### config.mk
export PLATFORM = sky130hd
export DESIGN_NAME = half_word_serializer
export DESIGN_NICKNAME = d
export VERILOG_FILES = /design/src/rtl/half_word_serializer.sv
export SDC_FILE = /design/constraint.sdc
export NUM_CORES = 1
export LEC_CHECK = 0
export CORE_ASPECT_RATIO = 0.9
export CORE_MARGIN = 10
export CORE_UTILIZATION = 45
export CTS_CLUSTER_DIAMETER = 150
export DETAILED_ROUTE_END_ITERATION = 10
export PLACE_DENSITY = 0.7
export SYNTH_ARGS = -nofsm -noshare
export SYNTH_HDL_FRONTEND = slang
export SYNTH_SLANG_ARGS = --single-unit
### constraint.sdc
create_clock -name clk -period 2.4 [get_ports clk]
set_input_delay 0.36 -clock clk [delete_from_list [all_inputs] [get_ports clk]]
set_output_delay 0.36 -clock clk [all_outputs]
set_load 0.05 [all_outputs]
### src/rtl/half_word_serializer.sv
// -----------------------------------------------------------------------------
// half_word_serializer
//
// Takes one 2*NBITS-bit word per input handshake and sends it out as two
// NBITS-bit halves on consecutive output handshakes. A one-word pending
// buffer lets the next word be taken while the current one is still going
// out, so a steady stream runs at one half per cycle.
//
// Parameters
//   NBITS      width of one half (and of out_data)
//   MSB_FIRST  1 = msb half goes out first, 0 = lsb half first
//
// Ports
//   clk         rising-edge clock
//   rst         synchronous, active-high reset
//   in_data     word to serialize (msb half = upper NBITS bits)
//   in_valid    in_data valid
//   in_ready    a word can be taken this cycle
//   out_data    current half (0 while idle)
//   out_valid   out_data valid
//   out_ready   consumer takes out_data this cycle
//   out_half    1 = out_data is the msb half, 0 = lsb half
//   out_last    out_data is the second half of its word
//   word_count  number of fully emitted words (wraps at 16 bits)
// -----------------------------------------------------------------------------
module half_word_serializer #(
   parameter int NBITS     = 7,
   parameter bit MSB_FIRST = 1'b1
) (
   input  logic               clk,
   input  logic               rst,
   input  logic [2*NBITS-1:0] in_data,
   input  logic               in_valid,
   output logic               in_ready,
   output logic [NBITS-1:0]   out_data,
   output logic               out_valid,
   input  logic               out_ready,
   output logic               out_half,
   output logic               out_last,
   output logic [15:0]        word_count
);

   typedef enum logic [1:0] {
      S_EMPTY  = 2'd0,
      S_FIRST  = 2'd1,
      S_SECOND = 2'd2
   } state_t;

   state_t             r_state;
   state_t             w_state_nxt;
   logic [2*NBITS-1:0] r_cur;
   logic [2*NBITS-1:0] w_cur_nxt;
   logic [2*NBITS-1:0] r_pend;
   logic [2*NBITS-1:0] w_pend_nxt;
   logic               r_pend_valid;
   logic               w_pend_valid_nxt;
   logic [15:0]        r_word_count;
   logic               w_word_done;

   logic               w_in_acc;
   logic               w_out_acc;
   logic               w_busy;
   logic               w_half_sel;

   // Ready depends only on registered state so it never combinationally
   // follows in_valid or out_ready.
   assign w_busy    = (r_state != S_EMPTY);
   assign w_in_acc  = in_valid & ~r_pend_valid;
   assign w_out_acc = w_busy & out_ready;

   // -------------------------------------------------------------------------
   // State register
   // -------------------------------------------------------------------------
   always_ff @(posedge clk) begin
      if (rst) begin
         r_state      <= S_EMPTY;
         r_cur        <= '0;
         r_pend       <= '0;
         r_pend_valid <= 1'b0;
         r_word_count <= '0;
      end else begin
         r_state      <= w_state_nxt;
         r_cur        <= w_cur_nxt;
         r_pend       <= w_pend_nxt;
         r_pend_valid <= w_pend_valid_nxt;
         if (w_word_done) begin
            r_word_count <= r_word_count + 16'd1;
         end
      end
   end

   // -------------------------------------------------------------------------
   // Next-state logic
   // -------------------------------------------------------------------------
   always_comb begin
      w_state_nxt      = r_state;
      w_cur_nxt        = r_cur;
      w_pend_nxt       = r_pend;
      w_pend_valid_nxt = r_pend_valid;
      w_word_done      = 1'b0;

      case (r_state)
         S_EMPTY: begin
            // pend is always empty here, so every offered word is taken
            if (w_in_acc) begin
               w_cur_nxt   = in_data;
               w_state_nxt = S_FIRST;
            end
         end

         S_FIRST: begin
            if (w_out_acc) begin
               w_state_nxt = S_SECOND;
            end
            if (w_in_acc) begin
               w_pend_nxt       = in_data;
               w_pend_valid_nxt = 1'b1;
            end
         end

         S_SECOND: begin
            if (w_out_acc) begin
               w_word_done = 1'b1;
               if (r_pend_valid) begin
                  // w_in_acc is impossible here (ready is low while pend
                  // holds a word), so pend simply drains into cur.
                  w_cur_nxt        = r_pend;
                  w_state_nxt      = S_FIRST;
                  w_pend_valid_nxt = 1'b0;
                  if (w_in_acc) begin
                     w_pend_nxt       = in_data;
                     w_pend_valid_nxt = 1'b1;
                  end
               end else if (w_in_acc) begin
                  // nothing pending: new word goes straight to cur so the
                  // stream keeps one half per cycle
                  w_cur_nxt   = in_data;
                  w_state_nxt = S_FIRST;
               end else begin
                  w_state_nxt = S_EMPTY;
               end
            end else if (w_in_acc) begin
               w_pend_nxt       = in_data;
               w_pend_valid_nxt = 1'b1;
            end
         end

         default: begin
            w_state_nxt = S_EMPTY;
         end
      endcase
   end

   // -------------------------------------------------------------------------
   // Outputs. Everything below is a function of registered state, so the
   // half on the bus holds steady while the consumer stalls.
   // -------------------------------------------------------------------------
   assign w_half_sel = (r_state == S_FIRST) ? MSB_FIRST : ~MSB_FIRST;

   always_comb begin
      out_data = '0;
      out_half = 1'b0;
      out_last = 1'b0;
      if (w_busy) begin
         out_half = w_half_sel;
         out_last = (r_state == S_SECOND);
         out_data = w_half_sel ? r_cur[2*NBITS-1:NBITS] : r_cur[NBITS-1:0];
      end
   end

   assign out_valid  = w_busy;
   assign in_ready   = ~r_pend_valid;
   assign word_count = r_word_count;

endmodule

**Word-level counts from Yosys, hierarchy flattened**

Index checks and enable logic that the tools add are counted.

- Register bits: 47
- Input port bits: 18

- Multiplexer cells: 26
- Eq/ne operators: 6
- Add/subtract/negate cells: 1
- Reductions and logical operators: 7
- Bitwise logic cells: 3

Operators by type and width:

| kind | number |
|---|---|
| $mux W14 | 6 |
| $pmux W14 S2 | 2 |
| $add A16 B1 Y16 const B | 1 |
| $mux W7 | 2 |
| $mux W1 | 11 |
| $mux W2 | 3 |
| $ne A2 B2 Y1 const B | 3 |
| $pmux W2 S3 | 1 |
| $reduce_bool A2 Y1 | 3 |
| $reduce_and A2 Y1 | 2 |
| $ne A3 B3 Y1 const B | 1 |
| $reduce_and A3 Y1 | 1 |
| $and A1 B1 Y1 | 2 |
| $eq A2 B1 Y1 const B | 1 |
| $eq A2 B2 Y1 const B | 1 |
| $logic_not A2 Y1 | 1 |
| $pmux W1 S2 | 1 |
| $not A1 Y1 | 1 |

**Longest topological paths before layout**

Gate-level depths: netlist of the first run.

- Depth after elaboration: 6
- Gate-level depth with buffers: 9
- Mapped depth without buffers: 6

**Worst setup path after synthesis of the first run**

OpenSTA, ideal clock, no wires.

- Kind: flip-flop to output port
- Start: register r_state[1]
- End: output out_data[0]
- Arrival: 1.955 ns
- Required time: 2.040 ns
- Path buffers: 1
- Stages on the path, launching flop included: 6
- Slack: 0.085 ns
- Cells stage by stage: dfxtp_1 > inv_1 > ha_1 > buf_2 > mux2i_1 > nor2_1

- Longest elaborated chain between the ends: 4
- Elaborated cells between the ends (all ways): 5

RTL lines:

| element | RTL line | text |
|---|---|---|
| start, declared | 49 | `state_t r_state;` |
| start signal, assigned | 82 | `r_state <= w_state_nxt;` |
| $eq A2 B1 Y1 | 158 | `assign w_half_sel = (r_state == S_FIRST) ? MSB_FIRST : ~MSB_FIRST;` |
| $mux W1 | 158 |  |
| $mux W7 | 167 | `out_data = w_half_sel ? r_cur[2*NBITS-1:NBITS] : r_cur[NBITS-1:0];` |
| $mux W7 * | 164 | `if (w_busy) begin` |
| end, declared | 35 | `output logic [NBITS-1:0] out_data,` |

Mark *: on every way between the ends. The rest lies on a longest branch, timed or not.

**Worst setup path after layout of the first run**

- Start: register r_state[0]
- End: output out_valid

- Longest elaborated chain between the ends: 1

RTL lines:

| element | RTL line | text |
|---|---|---|
| $reduce_bool A2 Y1 | 67 | `assign w_busy = (r_state != S_EMPTY);` |
| end, declared | 36 | `output logic out_valid,` |

No other way between the ends.

==> results of run 1 <==
power groups by stage:
| stage | clock network [mW] | logic [mW] | registers (mW) |
|---|---|---|---|
| 2_1_floorplan | 0 | 0.855 | 0.966 |
| 3_3_place_gp | 0 | 1.14 | 0.980 |
| 3_5_place_dp | 0 | 1.15 | 0.982 |
| 4_1_cts | 0.472 | 1.16 | 0.965 |
| 5_1_grt | 0.500 | 1.25 | 0.981 |
| 6_report | 0.461 | 1.14 | 0.967 |
timing repair:
item | in CTS | in global routing
setup endpoints to repair | 0 | 14
gates resized for setup | 0 | 1
setup buffers | 0 | 0
path summary, 6_finish.rpt:
path	endpoint	slack, ns	from
hold / removal	word_count[15]$_SDFFE_PP0P_	0.49	word_count[15]$_SDFFE_PP0P_
hold reg to reg	word_count[15]$_SDFFE_PP0P_	0.49	word_count[15]$_SDFFE_PP0P_
setup reg to reg	r_cur[3]$_SDFFE_PP0P_	0.37	r_state[0]$_SDFFE_PP0P_
setup / recovery	out_valid	0.13	r_state[0]$_SDFFE_PP0P_
per-layer routing:
metal	share of wire, %	track usage, %	vias to the layer above
met5	0	0	-
met4	1.1	4.08	0
met3	6.1	4.05	6
li1	-	-	942
met2	46	19.9	32
met1	47	15.3	879
sequential cells by signal (all words and copies together), names as in the netlist:
register / flops
r_cur: 14
r_pend: 14
r_pend_valid: 1
r_state: 2
word_count: 16
area by class of cell:
cell class	count	share of cell area, %
inverters	4	0.519
clock inverters	2	0.432
well taps	65	2.81
flip-flops and latches	47	32.5
clock buffers	6	2.51
repair buffers	51	19.4
multi-input cells	175	41.9
stage by stage:
stage	hold slack (ns)	instances	utilization, %	instance area [sq um]
3_3_place_gp	0.471	342	58.0	2810
2_1_floorplan	0.461	242	-	2250
5_1_grt	0.510	350	59.9	2890
4_1_cts	0.491	350	59.8	2890
6_report	0.490	350	59.9	2890
3_5_place_dp	0.479	342	58.0	2810
worst min-delay path: cells and delay by family (launching register included):
kind / cells / cell delay [ns]
flops: 1 / 0.33
compound gates: 2 / 0.12
layout by cell type (no fill, tap or decap), drive strengths merged, types with 3 or more instances in the layout:
master,count
nor2,48
dfxtp,47
clkdlybuf4s50,36
mux2i,24
buf,15
a22o,14
a22oi,14
nand2,9
a21oi,8
ha,7
clkbuf,6
o21ai,5
xor2,5
inv,4
nand4,4
xnor2,4
nand3,4
or4,3
nand4b,3
nor3,3
logic make-up after synthesis:
logic type,count (synthesis)
compound gates,46
simple gates,89
mux,24
buf+inv,20
fa+ha+maj,7
xor+xnor,9
flops,47
==> key figures, run 1 <==
Layout
  – Ant. Diodes: 0
  – Footprint of the flip-flops and latches: 941 sq um
  – Area grow syn2layout: 28.8%
  – Number of inserted filler cells in the final layout: 425
  – Multi-input logic area: 0.00121 sq mm
  – Share of post-route cells with drive strength above 1: 9.82%
  – Number of nets in the layout: 309

Drt
  – Mean routed wirelength per cell: 14.2 um
  – 1st-iter DRT viols: 80
  – DRC violation count after routing: 0
  – Via count: 1859
  – Number of routed nets with antenna violations: 0
  – Vias per cell: 5.31
  – Number of iterations in the first detailed-routing pass: 4
  – Drt total wl: 4960 um

Floorplanning
  – Row count: 24
  – Total Die Area: 0.00822 sq mm
  – Die H: 87.0 um
  – Core area: 0.00483 sq mm
  – Initial core utilization: 46.5%
  – I/O pin total: 45
  – Width of the die: 94.5 um

Worst setup path
  – Critical-path maximum fanout: 4
  – Crit path cell chain: inv_1, ha_1, inv_1, clkdlybuf4s50_1
  – Crit. path cell count: 4
  – Critical Path End Type: primary output
  – Arrival @ worst endpoint: 1.91 ns
  – Buf+Inv Stages, Crit Path: 3
  – Slowest cell delay on critical path: 0.80 ns
  – Logic depth of the worst register-to-register path: 6
  – Element type at the critical path start: flop
  – Critical path start-end classification: flop to primary output
  – Max stage delay cell, worst path: sky130_fd_sc_hd__clkdlybuf4s50_1
  – CP most frequent cell: sky130_fd_sc_hd__inv_1
  – Critical Path RT: 2.04 ns
  – Worst path top cell family by delay: buffers and inverters

Yosys
  – Cell type contributing the most total cell area after synthesis: sky130_fd_sc_hd__dfxtp_1
  – Synthesized area per cell: 9.29 sq um
  – Number of cells produced by synthesis: 242
  – Most frequent cells after synthesis: sky130_fd_sc_hd__nor2_1 (48), sky130_fd_sc_hd__dfxtp_1 (47), sky130_fd_sc_hd__mux2i_1 (24)
  – Number of synthesis warnings: 0
  – Synth top area cells: sky130_fd_sc_hd__dfxtp_1 (42%), sky130_fd_sc_hd__mux2i_1 (11%), sky130_fd_sc_hd__nor2_1 (8.0%), sky130_fd_sc_hd__a22o_1 (5.5%), sky130_fd_sc_hd__a22oi_1 (4.7%)
  – Fraction of the mapped netlist area in adder cells: 3.90%
  – Synth Cell Area: 0.00225 sq mm
  – Net count after synthesis: 267
  – Async S/R FF share, synth: 0%
  – Number of synthesized flops with an enable pin: 0
  – Most instantiated flip-flop cell in the synthesis netlist: sky130_fd_sc_hd__dfxtp_1
  – Count of cell types in the netlist: 37
  – Main combinational cell family by area after synthesis: simple AND/OR/NAND/NOR gates
  – Part of the Yosys area used for sequential elements: 41.9%
  – Xor/xnor share of the synthesized area: 3.51%
  – Post-synthesis simple-gate area fraction: 20.7%
  – Share of the synthesized area in the top cell type: 41.9%
  – Most repeated cell in the gate-level netlist after synthesis: sky130_fd_sc_hd__nor2_1
  – Number of synthesized register bits: 47
  – Complex-gate fraction of the synthesized area: 15.0%
  – Portion of netlist area occupied by mux cells: 10.7%

Placement
  – Post-placement setup slack: -0.226 ns
  – Number of port buffers: 44
  – DP HPWL: 3600 um
  – Routability Congestion: 0.744

CTS
  – Number of buffers created by CTS: 5
  – Clock-pin transition on the worst setup and hold timing paths: 0.08 ns
  – CTS HTree Levels: 2
  – Root Driver: sky130_fd_sc_hd__clkbuf_8
  – Bufs on Longest Clock Path: 2
  – TritonCTS sink count: 47
  – Number of buffers added to fix hold violations after cts: 0
  – Clock network latency to the later pin of the worst-skew pair: 0.30 ns
  – Clock tree from TritonCTS: done

Global route
  – Vias in the first global route: 1777
  – Overall track demand over capacity in global routing: 12.4%
  – Largest net degree at the start of global routing: 48
  – Antenna violations before repair: 0
  – Total global routing overflow: 0
  – Global-route wire length before repair: 8490 um

Power and ir drop
  – Combinational share of power: 44.4%
  – Sequential share of power: 37.7%
  – Internal Pwr Total: 1.58 mW
  – Pwr/cell area: 887 mW/mm^2
  – Leakage power total: 1.08 nW
  – Clock Power Share: 18.0%
  – Switch share: 38.5%
  – Peak VDD IR: 0.513 mV
  – Final total power: 2.57 mW
  – Net switching power: 0.989 mW

Outcome
  – Run status: finished, final reports clean

Timing
  – Final WS setup: 0.125 ns
  – Slew at the pin closest to its max-slew limit: 0.671 ns
  – Final critical path time including I/O delays and setup: 2.27 ns
  – Hold Fails Final Rpt: 0
  – Final total negative setup slack: 0 ns
  – Setup violators final: 0
  – Maximum achievable frequency: 440 MHz
  – Max Transition Viols Final: 0
  – Final critical-path share of the clock period: 94.8%
  – RSZ-0062 raised after global routing: false
  – Worst clock skew: 0.00855 ns
  – Worst slew margin: 55.1%

Worst hold path
  – Type of the tightest min-delay check: flop to flop
  – Cell depth of the worst hold path: 2

Job
  – Maxcap violations: 0
No activity file was read; power rests on OpenSTA's default activity.
==> run 2, diff against run 1 <==
--- a/config.mk
+++ b/config.mk
@@ -11,6 +11,7 @@
 export CTS_CLUSTER_DIAMETER = 150
 export DETAILED_ROUTE_END_ITERATION = 10
 export PLACE_DENSITY = 0.7
+export SETUP_SLACK_MARGIN = 0.5
 export SYNTH_ARGS = -nofsm -noshare
 export SYNTH_HDL_FRONTEND = slang
 export SYNTH_SLANG_ARGS = --single-unit
==> run 2 against run 1 <==
Effect of this change: critical path depth rose by 1; global-route usage rose by 0.46 points; maximum frequency rose by 18%; register-to-register slack improved by 0.24 ns; core utilization rose by 2.4 points; combinational power rose by 17%; sequential power rose by 2.8%; first-iteration DRC count rose by 11%; via count rose by 1.8%.
==> key figures, run 2 (synthesis gave the netlist of run 1 again) <==
Outcome
  – Run status: finished, final reports clean (unchanged)

Global route
  – Overall track demand over capacity in global routing: 12.9% (was 12.4%)
  – Global-route wire length before repair: 8780 um (was 8490 um)
  – Largest net degree at the start of global routing: 48 (unchanged)
  – Total global routing overflow: 0 (unchanged)
  – Antenna violations before repair: 0 (unchanged)
  – Vias in the first global route: 1919 (was 1777)

CTS
  – Clock-pin transition on the worst setup and hold timing paths: 0.09 ns (was 0.08 ns)
  – TritonCTS sink count: 47 (unchanged)
  – Bufs on Longest Clock Path: 2 (unchanged)
  – Clock tree from TritonCTS: done (unchanged)
  – Number of buffers created by CTS: 5 (unchanged)
  – Number of buffers added to fix hold violations after cts: 0 (unchanged)
  – Root Driver: sky130_fd_sc_hd__clkbuf_8 (unchanged)
  – CTS HTree Levels: 2 (unchanged)
  – Clock network latency to the later pin of the worst-skew pair: 0.30 ns (about the same)

Floorplanning
  – I/O pin total: 45 (unchanged)
  – Die H: 87.0 um (unchanged)
  – Initial core utilization: 46.5% (unchanged)
  – Total Die Area: 0.00822 sq mm (unchanged)
  – Row count: 24 (unchanged)
  – Core area: 0.00483 sq mm (unchanged)
  – Width of the die: 94.5 um (unchanged)

Timing
  – Hold Fails Final Rpt: 0 (unchanged)
  – RSZ-0062 raised after global routing: true (was false)
  – Final critical path time including I/O delays and setup: 1.92 ns (was 2.27 ns)
  – Worst slew margin: 65.9% (was 55.1%)
  – Setup violators final: 0 (unchanged)
  – Worst clock skew: 0.00482 ns (was 0.00855 ns)
  – Max Transition Viols Final: 0 (unchanged)
  – Final total negative setup slack: 0 ns (unchanged)
  – Final WS setup: 0.479 ns (was 0.125 ns)
  – Final critical-path share of the clock period: 80.1% (was 94.8%)
  – Maximum achievable frequency: 520 MHz (was 440 MHz)
  – Slew at the pin closest to its max-slew limit: 0.511 ns (was 0.671 ns)

Worst hold path
  – Hold Crit Start: r_pend[10]$_SDFFE_PP0P_ (was word_count[15]$_SDFFE_PP0P_)
  – Cell depth of the worst hold path: 2 (unchanged)
  – Type of the tightest min-delay check: flop to flop (unchanged)

Worst setup path
  – Destination of the worst register-to-register timing path: word_count[14]$_SDFFE_PP0P_ (was r_cur[3]$_SDFFE_PP0P_)
  – Critical-path maximum fanout: 8 (was 4)
  – Critical register-to-register path startpoint: r_state[0]$_SDFFE_PP0P_ (unchanged)
  – Worst path top cell family by delay: flip-flops (was buffers and inverters)
  – Crit path to: out_data[3] (was out_valid)
  – Slack of the worst reg-to-reg path: 0.61 ns (was 0.37 ns)
  – Critical Path RT: 2.04 ns (about the same)
  – Logic depth of the worst register-to-register path: 6 (unchanged)
  – Slowest cell delay on critical path: 0.38 ns (was 0.80 ns)
  – Element type at the critical path start: flop (unchanged)
  – Critical path start-end classification: flop to primary output (unchanged)
  – Buf+Inv Stages, Crit Path: 2 (was 3)
  – Arrival @ worst endpoint: 1.56 ns (was 1.91 ns)
  – Critical Path End Type: primary output (unchanged)
  – Crit path from: r_state[1]$_SDFFE_PP0P_ (was r_state[0]$_SDFFE_PP0P_)
  – Max stage delay cell, worst path: sky130_fd_sc_hd__dfxtp_4 (was sky130_fd_sc_hd__clkdlybuf4s50_1)
  – Crit path cell chain: inv_4, ha_4, mux2i_2, nor2_4, buf_4 (was inv_1, ha_1, inv_1, clkdlybuf4s50_1)
  – Crit. path cell count: 5 (was 4)

Power and ir drop
  – Combinational share of power: 47.7% (was 44.4%)
  – Sequential share of power: 35.7% (was 37.7%)
  – Internal Pwr Total: 1.67 mW (was 1.58 mW)
  – Leakage power total: 1.24 nW (was 1.08 nW)
  – Net switching power: 1.12 mW (was 0.989 mW)
  – Switch share: 40.2% (was 38.5%)
  – Pwr/cell area: 926 mW/mm^2 (was 887 mW/mm^2)
  – Peak VDD IR: 0.482 mV (was 0.513 mV)
  – Clock Power Share: 16.6% (was 18.0%)

Layout
  – Area grow syn2layout: 33.9% (was 28.8%)
  – Number of nets in the layout: 308 (was 309)
  – Most frequent cells in the layout: sky130_fd_sc_hd__dfxtp_1 (43), sky130_fd_sc_hd__nor2_1 (41), sky130_fd_sc_hd__mux2i_1 (20), sky130_fd_sc_hd__clkdlybuf4s50_1 (19) (was sky130_fd_sc_hd__nor2_1 (48), sky130_fd_sc_hd__dfxtp_1 (47), sky130_fd_sc_hd__clkdlybuf4s50_1 (36), sky130_fd_sc_hd__mux2i_1 (24))
  – Count of placed standard cells in the final layout, fillers left out: 349 (was 350)
  – Number of inserted filler cells in the final layout: 432 (was 425)
  – Utilization after layout: 62.2% (was 59.9%)
  – Ant. Diodes: 0 (unchanged)
  – Largest register FFs: 16 (unchanged)
  – Most common library cell in the layout ignoring fill and taps: sky130_fd_sc_hd__dfxtp_1 (was sky130_fd_sc_hd__nor2_1)
  – Share of post-route cells with drive strength above 1: 18.7% (was 9.82%)

Job
  – Maxcap violations: 0 (unchanged)

Drt
  – Vias per cell: 5.42 (was 5.31)
  – Number of iterations in the first detailed-routing pass: 4 (unchanged)
  – Drt total wl: 5130 um (was 4960 um)
  – Mean routed wirelength per cell: 14.7 um (was 14.2 um)
  – M1 WL: 2280 um (was 2310 um)
  – Routed wl met3: 301 um (was 300 um)
  – Uppermost layer routed: met4 (unchanged)
  – 1st-iter DRT viols: 89 (was 80)
  – DRC violation count after routing: 0 (unchanged)
  – Met2 wire length: 2510 um (was 2300 um)
  – Number of routed nets with antenna violations: 0 (unchanged)
  – Via count: 1893 (was 1859)

Placement
  – Post-placement setup slack: -0.291 ns (was -0.226 ns)
  – Routability Congestion: 0.767 (was 0.744)
  – DP HPWL: 3510 um (was 3600 um)
  – Number of instances in the placed design: 340 (was 342)
  – Number of port buffers: 44 (unchanged)
run 2: cell type report:
class	count	area (sq um)	share of cell area, %
tap	65	81.3	2.70
multi-input combinational	175	1350	44.7
sequential	47	951	31.6
timing repair buffer	50	529	17.6
inverter	4	17.5	0.582
clock buffer	5	68.8	2.29
clock inverter	3	15.0	0.499
run 2: power groups by stage:
stage | Combinational (mW) | Sequential [mW] | Clock, mW
2_1_floorplan | 0.930 | 0.967 | 0
3_5_place_dp | 1.17 | 0.982 | 0
5_1_grt | 1.43 | 1.01 | 0.512
3_3_place_gp | 1.16 | 0.978 | 0
6_report | 1.33 | 0.994 | 0.463
4_1_cts | 1.29 | 0.983 | 0.478
run 2: per-stage QoR:
step | hold WS, ns | total power, mW | area, sq um
floorplan | 0.461 | 1.90 | 2300
global placement | 0.466 | 2.14 | 2800
detailed placement | 0.484 | 2.16 | 2800
CTS | 0.504 | 2.75 | 2950
global route | 0.523 | 2.95 | 3010
finish | 0.497 | 2.79 | 3010
run 2: repair_timing:
action / CTS / global route
setup buffers: 1 / 0
gates resized for setup: 29 / 23
hold endpoints to repair: 0 / 0
pin swaps: 1 / 1
setup endpoints to repair: 51 / 42
run 2: metal layers:
layer,global-route usage (%),up-vias
met4,3.26,0
met3,4.14,5
met2,22.4,43
met1,14.8,899
met5,0,-
li1,-,946
run 2: how the worst min path moves through the flow:
stage | to | slack [ns]
2_1_floorplan | r_pend[10]$_SDFFE_PP0P_ | 0.46
3_3_place_gp | word_count[15]$_SDFFE_PP0P_ | 0.47
3_5_place_dp | r_pend[10]$_SDFFE_PP0P_ | 0.48
4_1_cts | r_pend[10]$_SDFFE_PP0P_ | 0.50
5_1_grt | r_pend[10]$_SDFFE_PP0P_ | 0.52
6_report | r_pend[10]$_SDFFE_PP0P_ | 0.50
run 2: worst register-to-register path: stages (launching register included):
cell and delay [ns]:
sky130_fd_sc_hd__dfxtp_4 0.39, sky130_fd_sc_hd__inv_2 0.09, sky130_fd_sc_hd__ha_4 0.21, sky130_fd_sc_hd__nand4b_4 0.21, sky130_fd_sc_hd__or4_4 0.54, sky130_fd_sc_hd__o21ai_1 0.16, sky130_fd_sc_hd__a21oi_1 0.07
